===== src/rtl/c_incr_ctr.sv =====
// ============================================================================
// c_incr_ctr: registered modulo up-counter over [MIN_VALUE, MAX_VALUE] with
// load, wrap pulse, at-max flag and sticky range error. Define
// C_INCR_CTR_SAT_EN for saturating mode (holds at MAX_VALUE, no wrap pulse).
// Revision: 1.0
// ============================================================================
`default_nettype none

module c_incr_ctr #(
  parameter int               WIDTH       = 3,
  parameter logic [WIDTH-1:0] MIN_VALUE   = '0,
  parameter logic [WIDTH-1:0] MAX_VALUE   = {WIDTH{1'b1}},
  parameter logic [WIDTH-1:0] RESET_VALUE = MIN_VALUE
) (
  input  logic             clk,
  input  logic             rst,
  input  logic             i_active,
  input  logic             i_load,
  input  logic [WIDTH-1:0] i_load_value,
  input  logic             i_incr,
  output logic [WIDTH-1:0] o_count,
  output logic             o_at_max,
  output logic             o_wrap,
  output logic             o_error
);

  logic [WIDTH-1:0] r_count;
  logic             r_wrap;
  logic             r_error;

  logic             w_at_max;
  logic             w_ge_min;
  logic             w_le_max;
  logic             w_in_range;
  logic [WIDTH-1:0] w_next_incr;
  logic             w_wrap_set;

  assign w_at_max = (r_count == MAX_VALUE);

  // Range bounds at the ends of the encoding are always met; skip the compare
  // so no constant-result comparison is built.
  generate
    if (MIN_VALUE == '0) begin : g_min_zero
      assign w_ge_min = 1'b1;
    end else begin : g_min_cmp
      assign w_ge_min = (i_load_value >= MIN_VALUE);
    end
    if (MAX_VALUE == {WIDTH{1'b1}}) begin : g_max_full
      assign w_le_max = 1'b1;
    end else begin : g_max_cmp
      assign w_le_max = (i_load_value <= MAX_VALUE);
    end
  endgenerate

  assign w_in_range = w_ge_min & w_le_max;

`ifdef C_INCR_CTR_SAT_EN
  assign w_next_incr = w_at_max ? MAX_VALUE : (r_count + 1'b1);
  assign w_wrap_set  = 1'b0;
`else
  assign w_next_incr = w_at_max ? MIN_VALUE : (r_count + 1'b1);
  assign w_wrap_set  = w_at_max;
`endif

  always_ff @(posedge clk or posedge rst) begin
    if (rst) begin
      r_count <= RESET_VALUE;
      r_wrap  <= 1'b0;
      r_error <= 1'b0;
    end else if (!i_active) begin
      r_wrap <= 1'b0;
    end else if (i_load) begin
      r_wrap <= 1'b0;
      if (w_in_range) begin
        r_count <= i_load_value;
      end else begin
        r_count <= MIN_VALUE;
        r_error <= 1'b1;
      end
    end else if (i_incr) begin
      r_count <= w_next_incr;
      r_wrap  <= w_wrap_set;
    end else begin
      r_wrap <= 1'b0;
    end
  end

  assign o_count  = r_count;
  assign o_at_max = w_at_max;
  assign o_wrap   = r_wrap;
  assign o_error  = r_error;

endmodule

`default_nettype wire


===== config.mk =====
export PLATFORM = sky130hd
export DESIGN_NAME = c_incr_ctr
export DESIGN_NICKNAME = d
export VERILOG_FILES = /design/src/rtl/c_incr_ctr.sv
export SDC_FILE = /design/constraint.sdc
export NUM_CORES = 1
export LEC_CHECK = 0
export CAP_MARGIN = 20
export CORE_AREA = 8 8 45 47
export DETAILED_ROUTE_END_ITERATION = 8
export DIE_AREA = 0 0 53 55
export PLACE_DENSITY_LB_ADDON = 0.05
export SLEW_MARGIN = 20
export SYNTH_ARGS = -nofsm -noshare
export SYNTH_HDL_FRONTEND = slang
export SYNTH_SLANG_ARGS = --single-unit
export TNS_END_PERCENT = 30

===== constraint.sdc =====
create_clock -name clk -period 1.65 [get_ports clk]
set_input_delay 0.2475 -clock clk [delete_from_list [all_inputs] [get_ports clk]]
set_output_delay 0.2475 -clock clk [all_outputs]
set_load 0.02 [all_outputs]

==> metrics, run 1 <==
n_diodes 0; vias in the first global route 218; share of post-route cells with drive strength above 1 0.184; max cap viols 0; Final nets 50; grt met2 use 0.0547; die height between 50 and 60 um; Hold Violations, Final 0; post-detail-place hpwl 567 um; highest-count cells in the layout ignoring fill and taps clkdlybuf4s50_1, a22o_1, dfrtp_1; DRT Wirelength roughly 660 um; most used cell, CP ha_1; Final ANT Viol Nets 0; Pins Over Slew Limit 0; max incr delay on CP about 0.37 ns; placed cell area around 380 sq um; Root Driver clkbuf_4; Fillers approximately 140; Worst Hold Slack approximately 0.2 ns; vias per cell ~4.1; busiest grt layer met1; FF-to-FF Start o_count[1]; met3 GRT Util 0.0267; CP Capture Type output port; drt first-iter violations 2; Post-CTS Hold Buffers 0; Synth Instances 22; Pwr Density 913 mW/mm^2; I/O pin cnt 14; worst skew pair latency roughly 0.23 ns; Area Growth Syn to Fin 73.9%; first-pass GRT wire length roughly 970 um; WP data arrival 1.32 ns; GR Overflow Total 0; # H-tree levels 1; average size of a mapped cell ~10 sq um; status finished clean; Buf+Inv Stages, Crit Path 1; Synth cell types 12; routability cong. between 0.7 and 0.8; clock skew 0.00373 ns; initial core utilization 0.166; R2R cell count 5; # rows 14; CTS tree yes; Tot Pwr roughly 0.00037 W; clk buf depth 2; FF-to-FF setup slack around 0.37 ns; Max Clk Rate 0.640 GHz; crit path launch type flip-flop; post-synth top area share 0.435; post-route cell area 400 sq um; most common cell after layout, fill and taps aside clkdlybuf4s50_1; initial antenna violation count 0; CP Launch Point o_count[0]; Vias 222; Net Count, Synth 32; Peak supply drop ~0.21 mV; clock slew at reported path FFs about 0.04 ns; clock buffer count from CTS 3; Syn. warnings 0; critical path required time around 1.4 ns; Leak between 0.15 and 0.2 nW; M1 GR Usage 0.0596; CTS sink count 4; final setup fails 0; Yosys reg bits 4; Crit Reg-Reg Endpoint o_count[0]; delay-heaviest family, CP adder cells; worst hold path class in -> async; final critical-path share of the clock period 0.947; main area contributors after synthesis dfrtp_1, a22o_1, ha_1, a31oi_1, nor2b_1; register area share after synthesis 0.435; Critical Path Fanout Max 3; slowest CP cell dfrtp_1; minimum clock period 1.56 ns; Wirelength per Cell ~12 um; # DRC 0; leading area contributor after synthesis dfrtp_1; total track usage 0.0487; Pre-antenna DRT Iters 4; CP Class reg -> out; Core ar. 0.00138 sq mm; Mapped Area between 200 and 250 sq um; die area a little under 0.003 sq mm; crit-path cells ha_1 > ha_1 > clkdlybuf4s15_1; Port-buffer cells 12; pin count of the biggest net entering global routing 8; Die W ~53 um; TNS Setup 0 ns; RSZ-0062 raised after global routing false
==> routing by layer <==
layer | wire (um) | vias to the layer above
li1 | - | 112
met5 | 0 | -
met4 | 9 | 0
met3 | 70 | 2
met2 | 265 | 10
met1 | 310 | 98
==> sequential cells by signal, summed over array words and instances (netlist names) <==
register / flops
o_count: 3
o_wrap: 1
==> synthesized netlist by cell type <==
master	count
nor2b_2	1
dfrtp_1	4
ha_1	2
inv_1	1
o21ai_0	2
nor2_1	1
nor2b_1	2
and3_2	1
buf_4	1
a22o_1	4
a31oi_1	2
conb_1	1
==> how the worst max path moves through the flow <==
stage | slack (ns) | depth (start not counted) | to
floorplan | 0.14 | 5 | o_count[0]
detailed placement | 0.08 | 3 | o_at_max
global route | 0.02 | 3 | o_at_max
finish | 0.09 | 3 | o_at_max
global placement | 0.09 | 3 | o_at_max
CTS | 0.04 | 3 | o_at_max
==> where the power goes <==
part	total [W]	internal [W]	switching, W
clock network	0.000119	0.0000812	0.0000379
registers	0.000120	0.000111	0.00000902
logic	0.000127	0.0000707	0.0000559
==> what timing repair did <==
action	CTS	global route
setup buffers	0	0
endpoints found under the setup margin	1	1
resized for setup	1	1
==> area by class of cell <==
cell class	count	area [sq um]	area share
inverters	1	3.75	0.00938
multi-input cells	16	119	0.297
repair buffers	14	135	0.338
flip-flops and latches	4	100	0.250
clock buffers	3	22.5	0.0562
well taps	16	20.0	0.0500
==> per-stage QoR <==
| stage | utilization | setup slack, ns | instances |
|---|---|---|---|
| floorplan | - | 0.142 | 22 |
| global placement | 0.273 | 0.0852 | 51 |
| detailed placement | 0.273 | 0.0792 | 51 |
| CTS | 0.288 | 0.0400 | 54 |
| global route | 0.289 | 0.0175 | 54 |
| finish | 0.289 | 0.0868 | 54 |
==> kinds of logic (layout without fill, tap and decap cells) <==
family,count (synthesis),after routing,share of synthesized area
AO/OA/AOI/OAI,8,8,0.250
adder cells (fa/ha/maj),2,2,0.109
buffers and inverters,2,18,0.0489
flip-flops,4,4,0.435
other,1,1,0.0163
AND/OR/NAND/NOR,5,5,0.141
No activity file was read; power rests on OpenSTA's default activity.
==> run 2, diff against run 1 <==
--- a/config.mk
+++ b/config.mk
@@ -6,9 +6,9 @@
 export NUM_CORES = 1
 export LEC_CHECK = 0
 export CAP_MARGIN = 20
-export CORE_AREA = 8 8 45 47
+export CORE_AREA = 2 2 39 41
 export DETAILED_ROUTE_END_ITERATION = 8
-export DIE_AREA = 0 0 53 55
+export DIE_AREA = 0 0 41 43
 export PLACE_DENSITY_LB_ADDON = 0.05
 export SLEW_MARGIN = 20
 export SYNTH_ARGS = -nofsm -noshare
==> run 2 against run 1 <==
  * Flip-flop and latch count did not move
  * Critical path depth is the same
  * Final cell count unchanged
  * Clock power about the same
  * Clock-buffer cell count unchanged
  * Final area shrank 0.31%
  * Fmax down 1.0%
  * Routed wire length shrank 19%
  * Critical endpoint unchanged
  * Largest power group unchanged
  * Highest routed layer is now met3
==> metrics, run 2 (synthesis gave the netlist of run 1 again) <==
crit-path cells ha_1 > ha_1 > dlygate4sd2_1 (was ha_1 > ha_1 > clkdlybuf4s15_1); highest-count cells in the layout ignoring fill and taps clkdlybuf4s50_1, a22o_1, dfrtp_1 (unchanged); Core ar. 0.00138 sq mm (unchanged); total track usage 0.0756 (was 0.0487); most used cell, CP ha_1 (unchanged); Logic pwr share 0.344 (was 0.346); final critical-path share of the clock period 0.957 (was 0.947); slowest CP cell dfrtp_1 (unchanged); drt first-iter violations 3 (was 2); worst hold path class in -> async (unchanged); Final ANT Viol Nets 0 (unchanged); Max Clk Rate 0.633 GHz (was 0.640 GHz); Vias 218 (was 222); GR Overflow Total 0 (unchanged); Leak 0.185 nW (was 0.182 nW); Pre-antenna DRT Iters 2 (was 4); minimum clock period 1.58 ns (was 1.56 ns); TNS Setup 0 ns (unchanged); Pins Over Slew Limit 0 (unchanged); max cap viols 0 (unchanged); RSZ-0062 raised after global routing false (unchanged); die height 43 um (was 55 um); Root Driver clkbuf_4 (unchanged); fraction of power spent switching nets 0.272 (was 0.281); Setup Buffers After CTS 0 (unchanged); clock slew at reported path FFs 0.04 ns (about the same); Peak supply drop 0.267 mV (was 0.208 mV); DRT Wirelength 531 um (was 656 um); first-pass GRT wire length 848 um (was 966 um); clock skew 0.00343 ns (was 0.00373 ns); Hold Violations, Final 0 (unchanged); vias per cell 4.04 (was 4.11); Critical Path Fanout Max 3 (unchanged); vias in the first global route 210 (was 218); clock buffer count from CTS 3 (unchanged); max incr delay on CP 0.37 ns (about the same); Reg power frac 0.334 (was 0.328); CTS sink count 4 (unchanged); final setup fails 0 (unchanged); Wirelength per Cell 9.83 um (was 12.1 um); Port-buffer cells 12 (unchanged); post-detail-place hpwl 461 um (was 567 um); internal power 0.000262 W (was 0.000263 W); n_diodes 0 (unchanged); # resized after CTS 1 (unchanged); CTS tree yes (unchanged); die area 0.00176 sq mm (was 0.00292 sq mm); critical path required time 1.40 ns (about the same); worst skew pair latency 0.23 ns (about the same); pin count of the biggest net entering global routing 8 (unchanged); initial antenna violation count 0 (unchanged); # H-tree levels 1 (unchanged); initial core utilization 0.166 (unchanged); most common cell after layout, fill and taps aside clkdlybuf4s50_1 (unchanged); Switch Pwr 0.0000978 W (was 0.000103 W); I/O pin cnt 14 (unchanged); # DRC 0 (unchanged); clk buf depth 2 (unchanged); Pwr Density 901 mW/mm^2 (was 913 mW/mm^2); CP Class reg -> out (unchanged); share of post-route cells with drive strength above 1 0.184 (unchanged); Die W 41 um (was 53 um); status finished clean (unchanged); Final nets 50 (unchanged); setup ws final 0.0709 ns (was 0.0868 ns); routability cong. 0.733 (was 0.715); worst slack, placed 0.0822 ns (was 0.0792 ns); Clock power frac 0.322 (was 0.326); max FFs per register 3 (unchanged); # rows 14 (unchanged); Post-CTS Hold Buffers 0 (unchanged); WP data arrival 1.33 ns (was 1.32 ns); CP Capture Type output port (unchanged); crit path launch type flip-flop (unchanged); Area Growth Syn to Fin 73.4% (was 73.9%)
==> run 2: cell types whose count changed in the layout (fill, tap and decap cells not counted) <==
cell             before  now
clkdlybuf4s15_1       1    0
dlygate4sd2_1         0    1
==> run 2: cell type report <==
class | count | area, sq um
Tap cell | 16 | 20.0
Inverter | 1 | 3.75
Sequential cell | 4 | 100
Multi-Input combinational cell | 16 | 119
Fill cell | 145 | 985
Timing Repair Buffer | 14 | 134
Clock buffer | 3 | 22.5
==> run 2: layer usage <==
| metal | GRT usage | wire, um | vias to the layer above | share of wire |
|---|---|---|---|---|
| li1 | - | - | 115 | - |
| met5 | 0 | 0 | - | 0 |
| met2 | 0.103 | 231 | 9 | 0.44 |
| met3 | 0.0524 | 55 | 0 | 0.10 |
| met1 | 0.0847 | 244 | 94 | 0.46 |
| met4 | 0.0400 | 0 | 0 | 0 |
==> run 2: power groups by stage <==
stage | combinational [W] | sequential, W | clock [W]
after floorplan | 0.0000425 | 0.000137 | 0
after global placement | 0.000128 | 0.000122 | 0
after detailed placement | 0.000126 | 0.000121 | 0
after CTS | 0.000125 | 0.000120 | 0.000123
after global routing | 0.000136 | 0.000121 | 0.000130
final | 0.000124 | 0.000120 | 0.000116
==> run 2: critical path, delay by kind of cell, from the launching register on <==
kind | cells | cell delay (ns)
flip-flops | 1 | 0.37
buffers and inverters | 1 | 0.32
adder cells (fa/ha/maj) | 2 | 0.41
==> run 2: worst paths after layout <==
check,endpoint,cells after the start,slack (ns),start
max in group asynchronous,o_count[0],2,1.31,rst
worst min register to register,o_count[0],2,0.60,o_count[0]
worst max register to register,o_count[0],5,0.40,o_count[1]
worst min-delay path,o_wrap,2,0.20,rst
min in group clk,o_count[0],2,0.60,o_count[0]
worst max-delay path,o_at_max,3,0.07,o_count[0]
==> run 2: metrics by stage <==
stage / hold WS, ns / utilization / total power (W) / std cells / instance area [sq um]
5_1_grt: 0.216 / 0.288 / 0.000388 / 54 / 399
2_1_floorplan: 0.0136 / - / 0.000179 / 22 / 230
4_1_cts: 0.194 / 0.288 / 0.000368 / 54 / 399
6_report: 0.197 / 0.288 / 0.000360 / 54 / 399
3_5_place_dp: 0.437 / 0.273 / 0.000247 / 51 / 378
3_3_place_gp: 0.441 / 0.273 / 0.000250 / 51 / 378
==> run 3, diff against run 2 <==
--- a/config.mk
+++ b/config.mk
@@ -9,6 +9,7 @@
 export CORE_AREA = 2 2 39 41
 export DETAILED_ROUTE_END_ITERATION = 8
 export DIE_AREA = 0 0 41 43
+export HOLD_SLACK_MARGIN = 0.02
 export PLACE_DENSITY_LB_ADDON = 0.05
 export SLEW_MARGIN = 20
 export SYNTH_ARGS = -nofsm -noshare
==> constraint.sdc (replaced) <==
create_clock -name clk -period 1.5 [get_ports clk]
set_input_delay 0.225 -clock clk [delete_from_list [all_inputs] [get_ports clk]]
set_output_delay 0.225 -clock clk [all_outputs]
set_load 0.02 [all_outputs]
==> run 3 against run 2 <==
  * Non-clock buffer count increased by 3
  * Die area unchanged
  * Critical path depth did not move
  * Register-to-register slack got worse by 0.25 ns
  * Global-route usage up 1.7 points
  * Worst setup slack gained 0.056 ns
  * First-iteration DRC count rose by 33%
  * Highest routed layer is now met4
==> metrics, run 3 (synthesis gave the netlist of run 1 again) <==
status finished clean (unchanged); die area 0.00176 sq mm (unchanged); max incr delay on CP 0.38 ns (was 0.37 ns); minimum clock period ~1.4 ns; initial core utilization 0.166 (unchanged); Setup Buffers After CTS 0 (unchanged); Max Clk Rate 0.729 GHz; vias per cell 4.28 (was 4.04); Core ar. 0.00138 sq mm (unchanged); I/O pin cnt 14 (unchanged); pin count of the biggest net entering global routing 7 (was 8); clock skew 0.00206 ns (was 0.00343 ns); final setup fails 0 (unchanged); vias in the first global route 260 (was 210); Area Growth Syn to Fin 82.6% (was 73.4%); GR Overflow Total 0 (unchanged); WP data arrival 1.15 ns (was 1.33 ns); CP Capture Type output port (unchanged); Logic pwr share 0.340 (was 0.344); highest-count cells in the layout ignoring fill and taps clkdlybuf4s50_1, buf_4, a22o_1, dfrtp_1, clkbuf_4 (was clkdlybuf4s50_1, a22o_1, dfrtp_1); # DRC 0 (unchanged); Final ANT Viol Nets 0 (unchanged); Critical Path Fanout Max 2 (was 3); Sequential cell area 100 sq um (unchanged); Die W 41 um (unchanged); total track usage 0.0931 (was 0.0756); Pins Over Slew Limit 0 (unchanged); Pre-antenna DRT Iters 4 (was 2); clock slew at reported path FFs 0.04 ns (about the same); Peak supply drop 0.226 mV (was 0.267 mV); slowest CP cell dfrtp_1 (unchanged); Clock power frac 0.333 (was 0.322); Reg power frac 0.328 (was 0.334); crit-path cells ha_1 > ha_2 > buf_2 (was ha_1 > ha_1 > dlygate4sd2_1); max FFs per register 3 (unchanged); routability cong. 0.711 (was 0.733); RSZ-0062 raised after global routing false (unchanged); multi-input logic area 121 sq um (was 119 sq um); worst hold path class in -> async (unchanged); worst skew pair latency 0.24 ns (was 0.23 ns); n_diodes 0 (unchanged); die height 43 um (unchanged); final critical-path share of the clock period 0.915; R2R cell count 6 (was 5); Fillers 157 (was 145); worst slack, placed -0.0162 ns (was 0.0822 ns); initial antenna violation count 0 (unchanged); post-route cell area 420 sq um (was 399 sq um); Leak 0.212 nW (was 0.185 nW); fraction of power spent switching nets 0.289 (was 0.272); Final nets 53 (was 50); max cap viols 0 (unchanged); DRT Wirelength 650 um (was 531 um); delay-heaviest family, CP flip-flops (was adder cells); most common cell after layout, fill and taps aside clkdlybuf4s50_1 (unchanged); # H-tree levels 1 (unchanged); clock buffer count from CTS 3 (unchanged); post-detail-place hpwl 559 um (was 461 um); Hold Violations, Final 0 (unchanged); Stages on worst setup path 3 (unchanged); Port-buffer cells 12 (unchanged); CTS sink count 4 (unchanged); crit path launch type flip-flop (unchanged); Buf+Inv Stages, Crit Path 1 (unchanged); Vias 244 (was 218); internal power 0.000287 W (was 0.000262 W); first-pass GRT wire length 1.08 mm (was 848 um); Pwr Density 959 mW/mm^2 (was 901 mW/mm^2); clk buf depth 2 (unchanged); CTS tree yes (unchanged); Wirelength per Cell 11.4 um (was 9.83 um); # rows 14 (unchanged); critical path required time 1.27 ns (was 1.40 ns); setup ws final 0.127 ns (was 0.0709 ns); Root Driver clkbuf_4 (unchanged); Util after Layout 0.304 (was 0.288); Switch Pwr 0.000117 W (was 0.0000978 W); drt first-iter violations 4 (was 3); share of post-route cells with drive strength above 1 0.293 (was 0.184); placed cell area 403 sq um (was 378 sq um); Worst Hold Slack 0.173 ns (was 0.197 ns); CP Class reg -> out (unchanged)
## run 3: power by group through the flow
stage               clock (W)  combinational, W  sequential, W
floorplan                   0         0.0000477       0.000151
global placement            0          0.000148       0.000134
detailed placement          0          0.000147       0.000135
CTS                  0.000140          0.000141       0.000133
global route         0.000140          0.000154       0.000135
finish               0.000134          0.000137       0.000132
## run 3: cell type report
type | count | share of cell area
Timing Repair Buffer | 17 | 0.363
Multi-Input combinational cell | 16 | 0.289
Sequential cell | 4 | 0.238
Clock buffer | 3 | 0.0536
Tap cell | 16 | 0.0476
Inverter | 1 | 0.00893
## run 3: final timing paths
| check | start | endpoint | slack (ns) |
|---|---|---|---|
| setup reg to reg | o_count[0] | o_count[0] | 0.15 |
| max in group asynchronous | rst | o_count[1] | 1.17 |
| min in group clk | o_count[1] | o_count[1] | 0.60 |
| hold / removal | rst | o_wrap | 0.17 |
| setup / recovery | o_count[0] | o_at_max | 0.13 |
| hold reg to reg | o_count[1] | o_count[1] | 0.60 |
## run 3: what timing repair did
| item | CTS | global route |
|---|---|---|
| hold buffers | 0 | 0 |
| resized for setup | 5 | 2 |
| endpoints found under the setup margin | 3 | 2 |
## run 3: worst register-to-register path, cell delays in order (launching register included)
cell     delay, ns
dfrtp_1       0.35
ha_1          0.16
ha_2          0.17
buf_4         0.11
nor2_1        0.03
a22o_1        0.19
a22o_1        0.22
## run 3: metal layers
layer,wire length [um],vias up,GRT usage,part of all wire
met3,52,2,0.0157,0.080
met1,232,114,0.0892,0.36
met5,0,-,0,0
met4,16,0,0.100,0.025
li1,-,117,-,-
met2,347,11,0.147,0.53
## run 3: stage by stage
stage | TNS, ns | total power, W | cells
floorplan | 0 | 0.000198 | 22
global placement | -0.0209 | 0.000282 | 54
global route | 0 | 0.000429 | 57
detailed placement | -0.0162 | 0.000282 | 54
finish | 0 | 0.000403 | 57
CTS | 0 | 0.000414 | 57
